**src/rtl/booth_pkg.sv**
```systemverilog
// -----------------------------------------------------------------------------
// booth_pkg
// Shared definitions for the radix-4 Booth multipliers (sequential and
// single-cycle variants):
//   state_e      - control states of the sequential multiplier
//   booth_dig_e  - recoded radix-4 Booth digit
//   n_dig()      - number of Booth digits retired for a given operand width
//   decode_digit - maps a 3-bit multiplier window to its Booth digit
// -----------------------------------------------------------------------------
package booth_pkg;

  typedef enum logic [1:0] {
    IDLE,
    BUSY,
    DONE
  } state_e;

  typedef enum logic [2:0] {
    ZERO,
    POS1,
    POS2,
    NEG1,
    NEG2
  } booth_dig_e;

  // One extra digit beyond width/2 covers the sign/zero extension bits, so
  // signed and unsigned operands share a single schedule.
  function automatic int n_dig(input int width);
    return width / 2 + 1;
  endfunction

  // Window is {b[2i+1], b[2i], b[2i-1]}.
  function automatic booth_dig_e decode_digit(input logic [2:0] win);
    booth_dig_e dig;
    case (win)
      3'b001, 3'b010: dig = POS1;
      3'b011:         dig = POS2;
      3'b100:         dig = NEG2;
      3'b101, 3'b110: dig = NEG1;
      default:        dig = ZERO;  // 3'b000, 3'b111
    endcase
    return dig;
  endfunction

endpackage

```
**src/rtl/booth_r4_digit.sv**
```systemverilog
// -----------------------------------------------------------------------------
// booth_r4_digit
// Combinational radix-4 Booth digit selector. Turns a 3-bit multiplier window
// into the signed addend 0, +A, +2A, -A or -2A.
// Ports:
//   win    in  3          multiplier window {b[2i+1], b[2i], b[2i-1]}
//   a_ext  in  WIDTH+1    extended multiplicand (two's complement)
//   addend out WIDTH+3    signed addend, two's complement
// -----------------------------------------------------------------------------
module booth_r4_digit
  import booth_pkg::*;
#(
  parameter int WIDTH = 32
) (
  input  logic [2:0]       win,
  input  logic [WIDTH:0]   a_ext,
  output logic [WIDTH+2:0] addend
);

  logic [WIDTH+2:0] a_x1;
  logic [WIDTH+2:0] a_x2;

  assign a_x1 = {{2{a_ext[WIDTH]}}, a_ext};
  assign a_x2 = {a_ext[WIDTH], a_ext, 1'b0};

  // NOTE: every output of a combinational block gets a default first, so no
  // path through the case can leave it unassigned and infer a latch.
  always_comb begin
    addend = '0;
    case (decode_digit(win))
      POS1:    addend = a_x1;
      POS2:    addend = a_x2;
      NEG1:    addend = -a_x1;
      NEG2:    addend = -a_x2;
      default: addend = '0;
    endcase
  end

endmodule

```
**src/rtl/booth_seq_mul.sv**
```systemverilog
// -----------------------------------------------------------------------------
// booth_seq_mul
// Sequential radix-4 Booth multiplier, one Booth digit per clock, with
// valid/ready handshakes on both sides and a pass-through tag.
// Ports:
//   clk, rst_n          clock; synchronous active-low reset
//   in_valid/in_ready   operand handshake (in_ready high only in IDLE)
//   a, b                multiplicand / multiplier (WIDTH bits)
//   alu_signed          1 = two's complement operands, 0 = unsigned
//   in_tag              transaction tag, returned on out_tag
//   out_valid/out_ready product handshake (out_valid high only in DONE)
//   prod_msb, prod_lsb  product bits [2W-1:W] / [W-1:0]
//   out_tag             tag of the presented product
// Latency: N_DIG = WIDTH/2+1 clocks from acceptance to out_valid.
// -----------------------------------------------------------------------------
module booth_seq_mul
  import booth_pkg::*;
#(
  parameter int WIDTH = 32,
  parameter int TAG_W = 4
) (
  input  logic             clk,
  input  logic             rst_n,
  input  logic             in_valid,
  output logic             in_ready,
  input  logic [WIDTH-1:0] a,
  input  logic [WIDTH-1:0] b,
  input  logic             alu_signed,
  input  logic [TAG_W-1:0] in_tag,
  output logic             out_valid,
  input  logic             out_ready,
  output logic [WIDTH-1:0] prod_msb,
  output logic [WIDTH-1:0] prod_lsb,
  output logic [TAG_W-1:0] out_tag
);

  localparam int N_DIG = n_dig(WIDTH);
  localparam int CNT_W = $clog2(N_DIG + 1);
  localparam int ACC_W = WIDTH + 3;  // upper accumulator
  localparam int LO_W  = WIDTH + 2;  // receives 2 bits per digit, N_DIG digits
  localparam logic [CNT_W-1:0] LAST_DIG = CNT_W'(N_DIG - 1);

  state_e           state_q, state_d;
  logic [CNT_W-1:0] cnt_q, cnt_d;
  logic [ACC_W-1:0] acc_q, acc_d;
  logic [LO_W-1:0]  lo_q, lo_d;
  logic [WIDTH:0]   a_q, a_d;      // extended multiplicand
  logic [ACC_W-1:0] b_q, b_d;      // {extended multiplier, b[-1]}; window at [2:0]
  logic [TAG_W-1:0] tag_q, tag_d;

  logic [ACC_W-1:0] addend;
  logic [ACC_W-1:0] sum;
  logic             a_ext_bit;
  logic             b_ext_bit;

  booth_r4_digit #(
    .WIDTH(WIDTH)
  ) u_digit (
    .win   (b_q[2:0]),
    .a_ext (a_q),
    .addend(addend)
  );

  assign sum       = acc_q + addend;
  assign a_ext_bit = alu_signed & a[WIDTH-1];
  assign b_ext_bit = alu_signed & b[WIDTH-1];

  always_comb begin
    state_d = state_q;
    cnt_d   = cnt_q;
    acc_d   = acc_q;
    lo_d    = lo_q;
    a_d     = a_q;
    b_d     = b_q;
    tag_d   = tag_q;

    case (state_q)
      IDLE: begin
        if (in_valid) begin
          a_d     = {a_ext_bit, a};
          b_d     = {b_ext_bit, b_ext_bit, b, 1'b0};
          tag_d   = in_tag;
          acc_d   = '0;
          lo_d    = '0;
          cnt_d   = '0;
          state_d = BUSY;
        end
      end

      BUSY: begin
        // Add the digit, then arithmetic-shift {acc, lo} right by two. After
        // N_DIG digits {acc, lo} holds the exact product with no bits lost.
        acc_d = {sum[ACC_W-1], sum[ACC_W-1], sum[ACC_W-1:2]};
        lo_d  = {sum[1:0], lo_q[LO_W-1:2]};
        b_d   = {2'b00, b_q[ACC_W-1:2]};
        if (cnt_q == LAST_DIG) begin
          state_d = DONE;
        end else begin
          cnt_d = cnt_q + CNT_W'(1);
        end
      end

      DONE: begin
        if (out_ready) begin
          state_d = IDLE;
        end
      end

      default: state_d = IDLE;
    endcase
  end

  // NOTE: sequential state uses non-blocking assignments so every flop
  // samples its pre-edge value regardless of statement order.
  always_ff @(posedge clk) begin
    if (!rst_n) begin
      state_q <= IDLE;
      cnt_q   <= '0;
      acc_q   <= '0;
      lo_q    <= '0;
      a_q     <= '0;
      b_q     <= '0;
      tag_q   <= '0;
    end else begin
      state_q <= state_d;
      cnt_q   <= cnt_d;
      acc_q   <= acc_d;
      lo_q    <= lo_d;
      a_q     <= a_d;
      b_q     <= b_d;
      tag_q   <= tag_d;
    end
  end

  assign in_ready  = (state_q == IDLE);
  assign out_valid = (state_q == DONE);
  assign prod_lsb  = lo_q[WIDTH-1:0];
  assign prod_msb  = {acc_q[WIDTH-3:0], lo_q[LO_W-1:WIDTH]};
  assign out_tag   = tag_q;

endmodule

```
**config.mk**
```make
export PLATFORM = sky130hd
export DESIGN_NAME = booth_seq_mul
export DESIGN_NICKNAME = d
export VERILOG_FILES = /design/src/rtl/booth_pkg.sv /design/src/rtl/booth_r4_digit.sv /design/src/rtl/booth_seq_mul.sv
export SDC_FILE = /design/constraint.sdc
export NUM_CORES = 1
export LEC_CHECK = 0
export ABC_CLOCK_PERIOD_IN_PS = 5000
export BUFFER_PORTS_ARGS = -buffer_cell sky130_fd_sc_hd__buf_2
export CAP_MARGIN = 40
export CORE_MARGIN = 2
export CORE_UTILIZATION = 49
export CTS_CLUSTER_DIAMETER = 40
export DETAILED_ROUTE_END_ITERATION = 7
export GPL_TIMING_DRIVEN = 0
export MAX_ROUTING_LAYER = met4
export PLACE_DENSITY = 0.71
export SLEW_MARGIN = 20
export SYNTH_ARGS = -nofsm -noshare
export SYNTH_HDL_FRONTEND = slang
export SYNTH_SLANG_ARGS = --single-unit
```
**constraint.sdc**
```tcl
create_clock -name clk -period 5 [get_ports clk]
set_input_delay 1 -clock clk [delete_from_list [all_inputs] [get_ports clk]]
set_output_delay 1 -clock clk [all_outputs]
set_load 0.02 [all_outputs]
```
# After elaboration in Yosys (flattened, before gate mapping)
# Cells that the tools add are included.
# classes
n_reduce_logical	8
eq_ne	17
n_addsub	4
n_mux	15
n_bitwise	2
# op_table
operator	count
35-bit case mux with 2 select lines	2
35-bit case mux with 4 select lines	1
35-bit two-way mux	2
35-bit negation	2
34-bit case mux with 2 select lines	1
35-bit adder	1
34-bit two-way mux	1
3-bit by 2-bit == test with 1-bit output (second input constant)	4
3-bit == test (second input constant)	4
3-bit case mux with 4 select lines	1
5-bit two-way mux	2
5-bit case mux with 2 select lines	1
3-bit by 1-bit == test with 1-bit output (second input constant)	2
2-bit two-way mux	3
2-bit inequality test (second input constant)	3
2-bit case mux with 3 select lines	1
3-bit AND reduction	2
5-bit by 1-bit adder with 5-bit output (second input constant)	1
5-bit == test (second input constant)	1
2-bit AND reduction	2
2-bit OR reduction	2
1-bit bitwise AND	2
2-bit by 1-bit == test with 1-bit output (second input constant)	1
2-bit == test (second input constant)	1
other kinds (3)	3
# word_totals
elab_cells	53
out_inout_bits	70
in_bits	73
regBits	148

# Logic depth before layout (Yosys ltp)
# Gate-level depths: netlist of the first run.
# logic_depth
ltp_word	7
ltp_mapped	21
mapped_depth_nobuf	19

# Cells and area by module
# From an unflattened synthesis of the first run, not the netlist that was laid out.
# hier_totals
hier_cells	1194
hier_area_um2	9267.6
# by_module_without_submodules
module	seq_area_each_um2	n_inst	cells_each	area_per_inst_um2
booth_seq_mul	2902.8	1	857	7153.1
booth_r4_digit	0.0	1	337	2114.5

# Worst setup path after synthesis of the first run
# Ideal clock, no wire load.
# synth_timing
path_type	register -> register
startpoint	register a_q[0]
endpoint	register acc_q[31]
synth_period_minus_slack_ns	4.261
setup_slack_ns	0.739
n_path_buf	1
setup_ns	0.128
arrival_time_ns	4.133
stages_incl_launch_ff	21
required_time_ns	4.872
cell_sequence	dfxtp_1 inv_1 ha_1 nor3b_1 nand4_1 or3_1 or3_1 xor2_1 mux2i_1 a2bb2oi_1 a21oi_1 ha_1 clkbuf_1 nand4_1 nor4_1 nand4_1 a31oi_1 nor3_1 o31ai_1 xnor2_1 o21ai_0
# synth_via
elab_chain_cells	4
word_cells_on_any_way	5
classes_between	add/sub (3); mux (2)
# synth_rtl
item	line	text
start: declaration	booth_seq_mul.sv:47	logic [WIDTH:0] a_q, a_d;
start signal: assignment	booth_seq_mul.sv:121	a_q <= '0;
start signal: assignment	booth_seq_mul.sv:129	a_q <= a_d;
35-bit negation, on equally long branches	booth_r4_digit.sv:33, booth_r4_digit.sv:34	
35-bit case mux with 4 select lines (*)	booth_r4_digit.sv:30	case (decode_digit(win))
35-bit adder (*)	booth_seq_mul.sv:64	assign sum = acc_q + addend;
35-bit case mux with 2 select lines (*)	booth_seq_mul.sv:77	case (state_q)
end signal: assignment	booth_seq_mul.sv:119	acc_q <= '0;
end signal: assignment	booth_seq_mul.sv:127	acc_q <= acc_d;
end: declaration	booth_seq_mul.sv:45	logic [ACC_W-1:0] acc_q, acc_d;
# Mark *: on every way between the ends. The rest lies on a longest branch, timed or not.
# A chain may end at the register's enable or synchronous reset.

# Worst setup path after layout of the first run
# layout_timing
startpoint	register a_q[0]
endpoint	register acc_q[33]
# The elaborated chain is that of the path after synthesis.

==> results of run 1 <==
==> power breakdown <==
part	switching (W)	internal, W	total, W
clock network	0.000629	0.000680	0.00131
logic	0.000667	0.000380	0.00105
registers	0.0000637	0.00123	0.00129
total	0.00136	0.00229	0.00365
==> tightest hold or removal path, delay by kind of cell, from the launching register on <==
family	cells	cell delay (ps)
AND/OR/NAND/NOR	1	50
AO/OA/AOI/OAI	1	50
flip-flops	1	310
==> routing by layer <==
| layer | global-route usage | up-vias | wire length [um] |
|---|---|---|---|
| li1 | - | 4773 | - |
| met1 | 0.367 | 4452 | 12700 |
| met2 | 0.440 | 371 | 12800 |
| met3 | 0.0463 | 48 | 2080 |
| met4 | 0.0959 | 0 | 644 |
| met5 | - | - | 0 |
==> synthesized netlist by cell type, drive strengths merged, types with 4 or more instances <==
| cell | number |
|---|---|
| nand2 | 220 |
| dfxtp | 145 |
| clkbuf | 90 |
| o21ai | 86 |
| nor2 | 82 |
| a22oi | 79 |
| nor2b | 61 |
| a21oi | 56 |
| a21boi | 42 |
| xnor2 | 41 |
| buf | 37 |
| ha | 37 |
| a311oi | 30 |
| nor3 | 24 |
| xor2 | 21 |
| nand3 | 19 |
| a21o | 15 |
| nand2b | 14 |
| inv | 13 |
| or3 | 13 |
| nor4 | 10 |
| o31ai | 10 |
| a31oi | 9 |
| a211oi | 8 |
| a221oi | 7 |
| or2 | 7 |
| and2 | 6 |
| nand4 | 6 |
| o21a | 6 |
| o211ai | 5 |
| or4 | 5 |
| a32o | 4 |
| and3 | 4 |
| o21bai | 4 |
| o41ai | 4 |
==> flip-flops by register name, summed over array words and instances, names as in the netlist <==
name	flops
a_q	33
acc_q	33
b_q	34
cnt_q	5
lo_q	34
out_tag	4
state_q	2
==> cells by family (layout without fill, tap and decap cells) <==
family          Yosys count  in the layout  share of synthesized area
simple gates            479            479                      0.238
compound gates          383            383                      0.276
flops                   145            145                      0.307
buf+inv                 141            313                     0.0688
xor+xnor                 62             62                     0.0573
fa+ha+maj                38             38                     0.0510
mux                       3              3                    0.00317
other cells               0              2                          0
==> cell type report <==
type	count	area share
Antenna cell	2	0.000447
Buffer	123	0.0521
Clock buffer	17	0.0380
Clock inverter	15	0.0160
Inverter	14	0.00469
Multi-Input combinational cell	965	0.536
Sequential cell	145	0.259
Tap cell	260	0.0290
Timing Repair Buffer	144	0.0648
==> through the flow <==
stage | hold WS (ps) | util
3_5_place_dp | 453 | 0.558
5_1_grt | 489 | 0.595
6_report | 455 | 0.595
4_1_cts | 462 | 0.591
3_3_place_gp | 435 | 0.558
2_1_floorplan | 429 | -
==> repair_timing <==
action / CTS / global route
buffers inserted: 2 / 0
gates resized for setup: 1 / 19
endpoints found under the setup margin: 6 / 10
pin swaps: 1 / 2
==> worst paths after layout <==
check                           startpoint        end
worst max register to register      a_q[0]  acc_q[33]
worst min-delay path               b_q[33]    b_q[33]
worst min register to register     b_q[33]    b_q[33]
worst max-delay path                a_q[0]  acc_q[33]
==> qor.csv, run 1 <==
metric,value,unit
master of the slowest instance on the critical path,dfxtp_1,
category of cells accounting for the largest share of critical-path delay,simple AND/OR/NAND/NOR gates,
required time at the endpoint of the critical path,5340,ps
CORE AREA,0.0188,mm^2
global router's overall resource usage,0.280,
"commonest non-fill, non-tap cells in the layout","220 x nand2_1, 145 x dfxtp_1, 144 x buf_2",
nets@finish,1521,
area occupied by multi-input gates,0.00600,mm^2
count of cells along the worst register-to-register path,20,
crit path kind,reg2reg,
CTS tree,done,
"most common cell after layout, fill and taps aside",nand2_1,
clock transition at the registers of the reported paths,70,ps
count of flip-flops with a built-in enable after synthesis,0,
number of fillers in the final layout,1737,
total wire length after detailed routing,28.3,mm
maximum clock frequency,209,MHz
number of nets produced by synthesis,1362,
power density normalized to cell area,326,mW/mm^2
ratio of final minimum period to clock period,0.957,
layout cell share with drive strength beyond 1,0.166,
clock net sink count,145,
vias per std cell,5.72,
cells along the critical path,inv_1 > ha_1 > nor3b_4 > nand3_2 > or3_1 > buf_2 > nor4b_2 > xnor2_1 > o21ai_0 > a2bb2oi_1 > a21oi_1 > ha_1 > inv_1 > o21bai_1 > nor4_1 > o311ai_1 > nand4_1 > and3_4 > o32ai_2 > a21bo_1,
CTS H-tree lvls,4,
async set-reset flop share out of synthesis,0,
worst-case setup margin in the final layout,215,ps
number of rows created at floorplan,50,
pin count of the biggest net entering global routing,19,
Yosys Warn Count,0,
via count,9644,
Worst Hold Path Cells,2,
Worst Skew,8.34,ps
source-to-sink clock delay at the later pin of the worst-skew pair,440,ps
vias in the first global route,8644,
worst min path class,reg2reg,
peak per-stage delay on the critical path,360,ps
VDD IR-drop max,269,uV
worst max-slew margin expressed relative to the limit,0.460,
data arrival time of the critical path,5120,ps
CTS Hold Bufs,0,
"Seq/Total Area, Yosys",0.307,
Layout Cell Area excl Fill,0.0112,mm^2
"Top FF cell, synth",dfxtp_1,
DRC Markers,0,
outcome,"finished, final reports clean",
total congestion overflow,0,
Worst setup EP type,flip-flop,
synth top area cells,"dfxtp_1 31%, nand2_1 8.7%, a22oi_1 6.3%",
drt first-iter violations,712,
Die Y-Extent,143,um
total negative slack for setup checks,0,ps
average detailed-routed wire length per instance,16.8,um
Worst Path Buf+Inv,3,
instance area after placement,0.0105,mm^2
final cell count without fillers,1685,
peak fanout along the critical path,10,
global placer's final weighted congestion,0.973,
count of mapped cells out of synthesis,1251,
number of buffers on the longest clock path,2,
leakage dissipation,4.59,nW
Final setup violation count,0,
wire length of the first global-routing pass,44.4,mm
detailed placement HPWL,21.1,mm
I/O pin total,143,
number of antenna violations at the first check in global routing,2,
Slew @ Worst Pin,799,ps
Die Outline Area,0.0205,mm^2
buffer type at the clock tree root,clkbuf_16,
Die Wd,143,um
Pre-antenna DRT Iters,6,
number of failing hold endpoints at the final stage,0,
R2R Setup Slk,210,ps
total number of cells along the worst setup path,20,
IO Port Bufs,142,
total power,0.00365,W
cell taking the most area after synthesis,dfxtp_1,
post-layout minimum cycle time,4790,ps
Layout area overhead,18.3,%
effective utilization at floorplan,0.503,
area of all sequential standard cells,0.00290,mm^2
placed instance count,1653,
area share of the largest cell type after synthesis,0.307,
Syn Std Cell Area,0.00947,mm^2
distinct cell type count of the synthesized netlist,66,
total CTS buffers,17,
startpoint type of the worst setup path,flip-flop,
post-route antenna net violation count,0,
Post-Syn Area per Cell,7.57,um^2
Max-Cap Viols,0,
setup slack after placement,-100,ps
max-slew violation total from the final report,0,
"FF+latch count, synth",145,
(Power assumes the default switching activity.)
==> run 2: changes to the inputs <==
--- a/config.mk
+++ b/config.mk
@@ -8,13 +8,15 @@
 export ABC_CLOCK_PERIOD_IN_PS = 5000
 export BUFFER_PORTS_ARGS = -buffer_cell sky130_fd_sc_hd__buf_2
 export CAP_MARGIN = 40
+export CELL_PAD_IN_SITES_DETAIL_PLACEMENT = 1
+export CELL_PAD_IN_SITES_GLOBAL_PLACEMENT = 2
 export CORE_MARGIN = 2
-export CORE_UTILIZATION = 49
+export CORE_UTILIZATION = 33
 export CTS_CLUSTER_DIAMETER = 40
 export DETAILED_ROUTE_END_ITERATION = 7
 export GPL_TIMING_DRIVEN = 0
 export MAX_ROUTING_LAYER = met4
-export PLACE_DENSITY = 0.71
+export PLACE_DENSITY = 0.81
 export SLEW_MARGIN = 20
 export SYNTH_ARGS = -nofsm -noshare
 export SYNTH_HDL_FRONTEND = slang
==> qor.csv, run 2 (synthesized netlist as in run 1, its figures left out) <==
metric,value,unit,change
outcome,"finished, final reports clean",,
number of antenna violations at the first check in global routing,10,,+8
worst min path class,reg2reg,,
number of fillers in the final layout,3569,,+110%
ratio of final minimum period to clock period,0.954,,-0.00259
clock transition at the registers of the reported paths,70,ps,about the same
power density normalized to cell area,330,mW/mm^2,+1.4%
IO Port Bufs,142,,unchanged
combinational group share of total power,0.292,,+0.005
Worst Hold Path Cells,2,,unchanged
detailed placement HPWL,25.9,mm,+23%
setup slack after placement,-533,ps,-433 ps
Worst Skew,21.2,ps,+12.8 ps
count of cells along the worst register-to-register path,18,,-10%
beginning of the worst register-to-register path,a_q[1],,
leakage dissipation,4.65,nW,+1.3%
nets@finish,1526,,+0.33%
Worst setup EP type,flip-flop,,
switching share of total power,0.367,,-0.00530
Int Pwr,0.00241,W,+5.4%
global placer's final weighted congestion,0.892,,-8.3%
maximum clock frequency,210,MHz,+0.27%
CTS Hold Bufs,0,,unchanged
fraction of power consumed by sequential logic,0.341,,-0.013
total congestion overflow,0,,unchanged
area occupied by multi-input gates,0.00609,mm^2,+1.4%
final core area utilization,0.406,,-0.190
Layout area overhead,21.9,%,
proportion of power drawn by the clock network,0.367,,+0.008
post-layout minimum cycle time,4770,ps,-13.0 ps
"most common cell after layout, fill and taps aside",nand2_1,,
total CTS buffers,17,,unchanged
worst-case setup margin in the final layout,228,ps,+13.0 ps
drt first-iter violations,530,,-26%
crit path kind,reg2reg,,
Die Y-Extent,173,um,+21%
effective utilization at floorplan,0.333,,-0.170
data arrival time of the critical path,5090,ps,-30 ps
layout cell share with drive strength beyond 1,0.185,,+0.0190
Slew @ Worst Pin,735,ps,-64.2 ps
wire length of the first global-routing pass,54.7,mm,+23%
peak fanout along the critical path,9,,-1
CTS tree,done,,
Die Wd,173,um,+21%
area of all sequential standard cells,0.00290,mm^2,unchanged
total negative slack for setup checks,0,ps,unchanged
worst max-slew margin expressed relative to the limit,0.504,,+0.0434
switching component of the power,0.00140,W,+3.0%
I/O pin total,143,,unchanged
required time at the endpoint of the critical path,5320,ps,-20 ps
R2R Setup Slk,230,ps,about the same
Max-Cap Viols,0,,unchanged
startpoint of the lowest-slack hold path,b_q[33],,
max-slew violation total from the final report,0,,unchanged
Layout Cell Area excl Fill,0.0115,mm^2,+3.0%
VDD IR-drop max,191,uV,-29%
instance area after placement,0.0107,mm^2,+1.5%
average detailed-routed wire length per instance,18.6,um,+11%
DRC Markers,0,,unchanged
CORE AREA,0.0285,mm^2,+51%
CTS H-tree lvls,4,,unchanged
via count,9768,,+1.3%
"commonest non-fill, non-tap cells in the layout","220 x nand2_1, 145 x dfxtp_1, 144 x buf_2",,
startpoint type of the worst setup path,flip-flop,,
source-to-sink clock delay at the later pin of the worst-skew pair,440,ps,about the same
vias per std cell,5.36,,-6.4%
clock net sink count,145,,unchanged
vias in the first global route,9958,,+15%
buffer type at the clock tree root,clkbuf_16,,
Final setup violation count,0,,unchanged
"Endpoint, Worst Hold",b_q[33],,
post-route antenna net violation count,0,,unchanged
number of buffers on the longest clock path,2,,unchanged
Pre-antenna DRT Iters,4,,-2
leading registers by flop count,"b_q x34, lo_q x34",,
reg-to-reg critical path endpoint,acc_q[33],,
global router's overall resource usage,0.233,,-0.0472
number of failing hold endpoints at the final stage,0,,unchanged
Die Outline Area,0.0301,mm^2,+47%
total wire length after detailed routing,34.0,mm,+20%
pin count of the biggest net entering global routing,17,,-2
number of rows created at floorplan,62,,+24%
==> run 2: cell count changes in the layout (fill, tap and decap cells not counted), sizes merged <==
cell	change
clkinv	-3
diode	+10
buf	+8
bufinv	+2
clkbuf	-2
==> run 2: through the flow <==
| step | std cells | hold WS (ps) | power (W) |
|---|---|---|---|
| after CTS | 1812 | 465 | 0.00380 |
| after global placement | 1777 | 442 | 0.00235 |
| after floorplan | 1251 | 429 | 0.00204 |
| final | 1824 | 462 | 0.00381 |
| after global routing | 1822 | 473 | 0.00403 |
| after detailed placement | 1778 | 456 | 0.00237 |
==> run 2: power groups by stage <==
stage	combinational, W	sequential [W]	clock, W
after global routing	0.00124	0.00131	0.00148
after detailed placement	0.00105	0.00132	0
after global placement	0.00103	0.00132	0
after floorplan	0.000733	0.00130	0
after CTS	0.00107	0.00129	0.00144
final	0.00111	0.00130	0.00140
==> run 2: layout make-up <==
| class | instances | share of cell area |
|---|---|---|
| diodes | 12 | 0.00260 |
| multi-input cells | 965 | 0.528 |
| flip-flops and latches | 145 | 0.251 |
| repair buffers | 152 | 0.0681 |
| clock buffers | 18 | 0.0380 |
| inverters | 14 | 0.00455 |
| clock inverters | 14 | 0.0160 |
| well taps | 384 | 0.0416 |
| plain buffers | 120 | 0.0501 |
==> run 2: per-layer routing <==
layer  track usage  wire length [um]  up-vias
met4        0.0604               513        0
met1         0.296             15800     4755
li1              -                 -     4791
met2         0.382             16100      185
met3        0.0423              1530       37
met5             -                 0        -
==> run 2: repair_timing <==
action	CTS	global route
gates resized for setup	13	36
hold endpoints to repair	0	0
setup endpoints to repair	11	13
pin swaps	2	7
setup buffers	3	6
==> run 2: worst max-delay path, stage by stage, from the launching register on <==
cell and delay [ps]:
dfxtp_1 380, inv_1 110, ha_2 220, nor3b_4 340, nand4_1 180, or3_1 400, or3_1 370, xor2_2 180
a221oi_1 330, a21oi_2 100, ha_2 370, a21oi_2 210, o21ai_1 140, nor4_2 330, o311ai_2 220, nand4_1 240
and3_4 240, o32ai_2 80, a21bo_1 200
==> run 2: worst max-delay path by stage <==
| stage | from | end | slack, ps |
|---|---|---|---|
| 2_1_floorplan | a_q[0] | acc_q[31] | 740 |
| 3_3_place_gp | a_q[1] | acc_q[33] | -410 |
| 3_5_place_dp | a_q[1] | acc_q[33] | -530 |
| 4_1_cts | a_q[1] | acc_q[33] | 0.3 |
| 5_1_grt | a_q[4] | acc_q[33] | -50 |
| 6_report | a_q[1] | acc_q[33] | 230 |
==> run 3: changes to the inputs <==
--- a/config.mk
+++ b/config.mk
@@ -5,7 +5,7 @@
 export SDC_FILE = /design/constraint.sdc
 export NUM_CORES = 1
 export LEC_CHECK = 0
-export ABC_CLOCK_PERIOD_IN_PS = 5000
+export ABC_CLOCK_PERIOD_IN_PS = 4500
 export BUFFER_PORTS_ARGS = -buffer_cell sky130_fd_sc_hd__buf_2
 export CAP_MARGIN = 40
 export CELL_PAD_IN_SITES_DETAIL_PLACEMENT = 1
==> constraint.sdc (replaced) <==
create_clock -name clk -period 4.5 [get_ports clk]
set_input_delay 0.9 -clock clk [delete_from_list [all_inputs] [get_ports clk]]
set_output_delay 0.9 -clock clk [all_outputs]
set_load 0.02 [all_outputs]
==> qor.csv, run 3 (synthesized netlist as in run 1, its figures left out) <==
metric,value,unit,change
worst min path class,reg2reg,,
startpoint type of the worst setup path,flip-flop,,
leading registers by flop count,"b_q x34, lo_q x34",,
cells along the critical path,inv_4 > ha_4 > nor3b_4 > buf_4 > nand3_4 > or3_1 > buf_4 > nor4b_4 > xnor2_2 > a21oi_1 > o21ai_0 > a21boi_1 > ha_2 > a21oi_1 > nor2b_1 > o31ai_2 > a311o_1 > nand3_1 > a32o_1,,
Int Pwr,0.00277,W,+15%
Worst Skew,16.1,ps,-5.07 ps
I/O pin total,143,,unchanged
switching share of total power,0.371,,+0.00374
CTS Hold Bufs,0,,unchanged
total congestion overflow,0,,unchanged
wire length of the first global-routing pass,55.2,mm,+0.96%
global router's overall resource usage,0.236,,+0.00255
number of failing hold endpoints at the final stage,0,,unchanged
data arrival time of the critical path,4770,ps,-320 ps
leakage dissipation,4.84,nW,+4.2%
CORE AREA,0.0285,mm^2,unchanged
source-to-sink clock delay at the later pin of the worst-skew pair,450,ps,about the same
power density normalized to cell area,362,mW/mm^2,+9.6%
Die Wd,173,um,unchanged
CTS H-tree lvls,4,,unchanged
Layout area overhead,28.4,%,
number of buffers on the longest clock path,2,,unchanged
"commonest non-fill, non-tap cells in the layout","216 x nand2_1, 143 x buf_2, 137 x dfxtp_1",,
proportion of power drawn by the clock network,0.356,,-0.011
Max-Cap Viols,0,,unchanged
layout cell share with drive strength beyond 1,0.246,,+0.0608
vias per std cell,5.35,,-0.12%
worst-case setup margin in the final layout,64.8,ps,-163 ps
DRC Markers,0,,unchanged
switching component of the power,0.00163,W,+17%
CTS tree,done,,
"most common cell after layout, fill and taps aside",nand2_1,,
fraction of power consumed by sequential logic,0.332,,-0.009
Die Outline Area,0.0301,mm^2,unchanged
peak per-stage delay on the critical path,410,ps,about the same
buffer type at the clock tree root,clkbuf_16,,
global placer's final weighted congestion,0.892,,unchanged
total CTS buffers,17,,unchanged
clock net sink count,145,,unchanged
nets@finish,1539,,+0.85%
post-layout minimum cycle time,4440,ps,-337 ps
detailed placement HPWL,25.9,mm,unchanged
average detailed-routed wire length per instance,19.0,um,+1.8%
clock transition at the registers of the reported paths,70,ps,about the same
pin count of the biggest net entering global routing,17,,unchanged
outcome,"finished, final reports clean",,
setup slack after placement,-1030,ps,-500 ps
total negative slack for setup checks,0,ps,unchanged
Pre-antenna DRT Iters,7,,+3
effective utilization at floorplan,0.333,,unchanged
Slew @ Worst Pin,775,ps,+40.0 ps
VDD IR-drop max,222,uV,+16%
crit path kind,reg2reg,,
number of rows created at floorplan,62,,unchanged
IO Port Bufs,142,,unchanged
via count,9826,,+0.59%
drt first-iter violations,546,,+3.0%
worst max-slew margin expressed relative to the limit,0.483,,-0.0205
combinational group share of total power,0.312,,+0.020
maximum clock frequency,225,MHz,+7.6%
master of the slowest instance on the critical path,ha_2,,
number of antenna violations at the first check in global routing,10,,unchanged
peak fanout along the critical path,10,,+1
post-route antenna net violation count,0,,unchanged
Final setup violation count,0,,unchanged
Die Y-Extent,173,um,unchanged
unrepaired setup endpoints after global routing,yes,,
required time at the endpoint of the critical path,4830,ps,-490 ps
max-slew violation total from the final report,0,,unchanged
Worst setup EP type,flip-flop,,
vias in the first global route,10000,,+0.73%
total wire length after detailed routing,34.8,mm,+2.5%
ratio of final minimum period to clock period,0.986,,+0.0311
-- run 3: changes by cell type in the layout (fill, tap and decap cells not counted), sizes merged --
cell | previous run | this run
buf | 189 | 209
clkbuf | 101 | 94
clkinv | 3 | 4
inv | 23 | 22
-- run 3: through the flow --
step / instances / hold WS, ps / total power [W] / instance area, um^2 / utilization
6_report: 1837 / 461 / 0.00441 / 12200 / 0.427
2_1_floorplan: 1251 / 429 / 0.00226 / 9470 / -
4_1_cts: 1811 / 465 / 0.00427 / 11600 / 0.406
3_3_place_gp: 1777 / 442 / 0.00261 / 10700 / 0.374
3_5_place_dp: 1778 / 456 / 0.00263 / 10700 / 0.375
5_1_grt: 1835 / 473 / 0.00464 / 12200 / 0.427
-- run 3: cell type report --
type	instances	area [um^2]
fillers	3520	16300
multi-input cells	965	6540
flip-flops and latches	145	2920
repair buffers	174	951
plain buffers	111	557
well taps	384	480
clock buffers	18	439
clock inverters	14	185
inverters	14	56.3
diodes	12	30.0
-- run 3: repair_timing --
action / CTS / global route
gates resized for setup: 55 / 109
cloned: 0 / 0
buffers inserted: 9 / 22
pin swaps: 12 / 45
endpoints found under the setup margin: 20 / 20
-- run 3: routing by layer --
metal	GRT usage	wire (um)	vias to the layer above
met5	-	0	-
met4	0.0660	649	0
met3	0.0412	1560	55
met2	0.386	16500	200
met1	0.299	16100	4752
li1	-	-	4819
-- run 3: worst paths after layout --
check                from        end  slack (ps)  cells after the start
setup / recovery   a_q[1]  acc_q[30]          60                     19
hold / removal    b_q[33]    b_q[33]         460                      2
setup reg to reg   a_q[1]  acc_q[30]          60                     19
hold reg to reg   b_q[33]    b_q[33]         460                      2
-- run 3: worst max-delay path, delay by kind of cell (launching register included) --
family          cells  cell delay, ps
compound gates      7            1590
xor+xnor            1             170
fa+ha+maj           2             550
buf+inv             3             440
flops               1             380
simple gates        6            1180
-- run 3: power by group through the flow --
stage	clock network, W	logic (W)	registers (W)
floorplan	0	0.000815	0.00145
global route	0.00165	0.00151	0.00148
detailed placement	0	0.00116	0.00147
CTS	0.00160	0.00123	0.00144
global placement	0	0.00114	0.00146
finish	0.00157	0.00138	0.00146
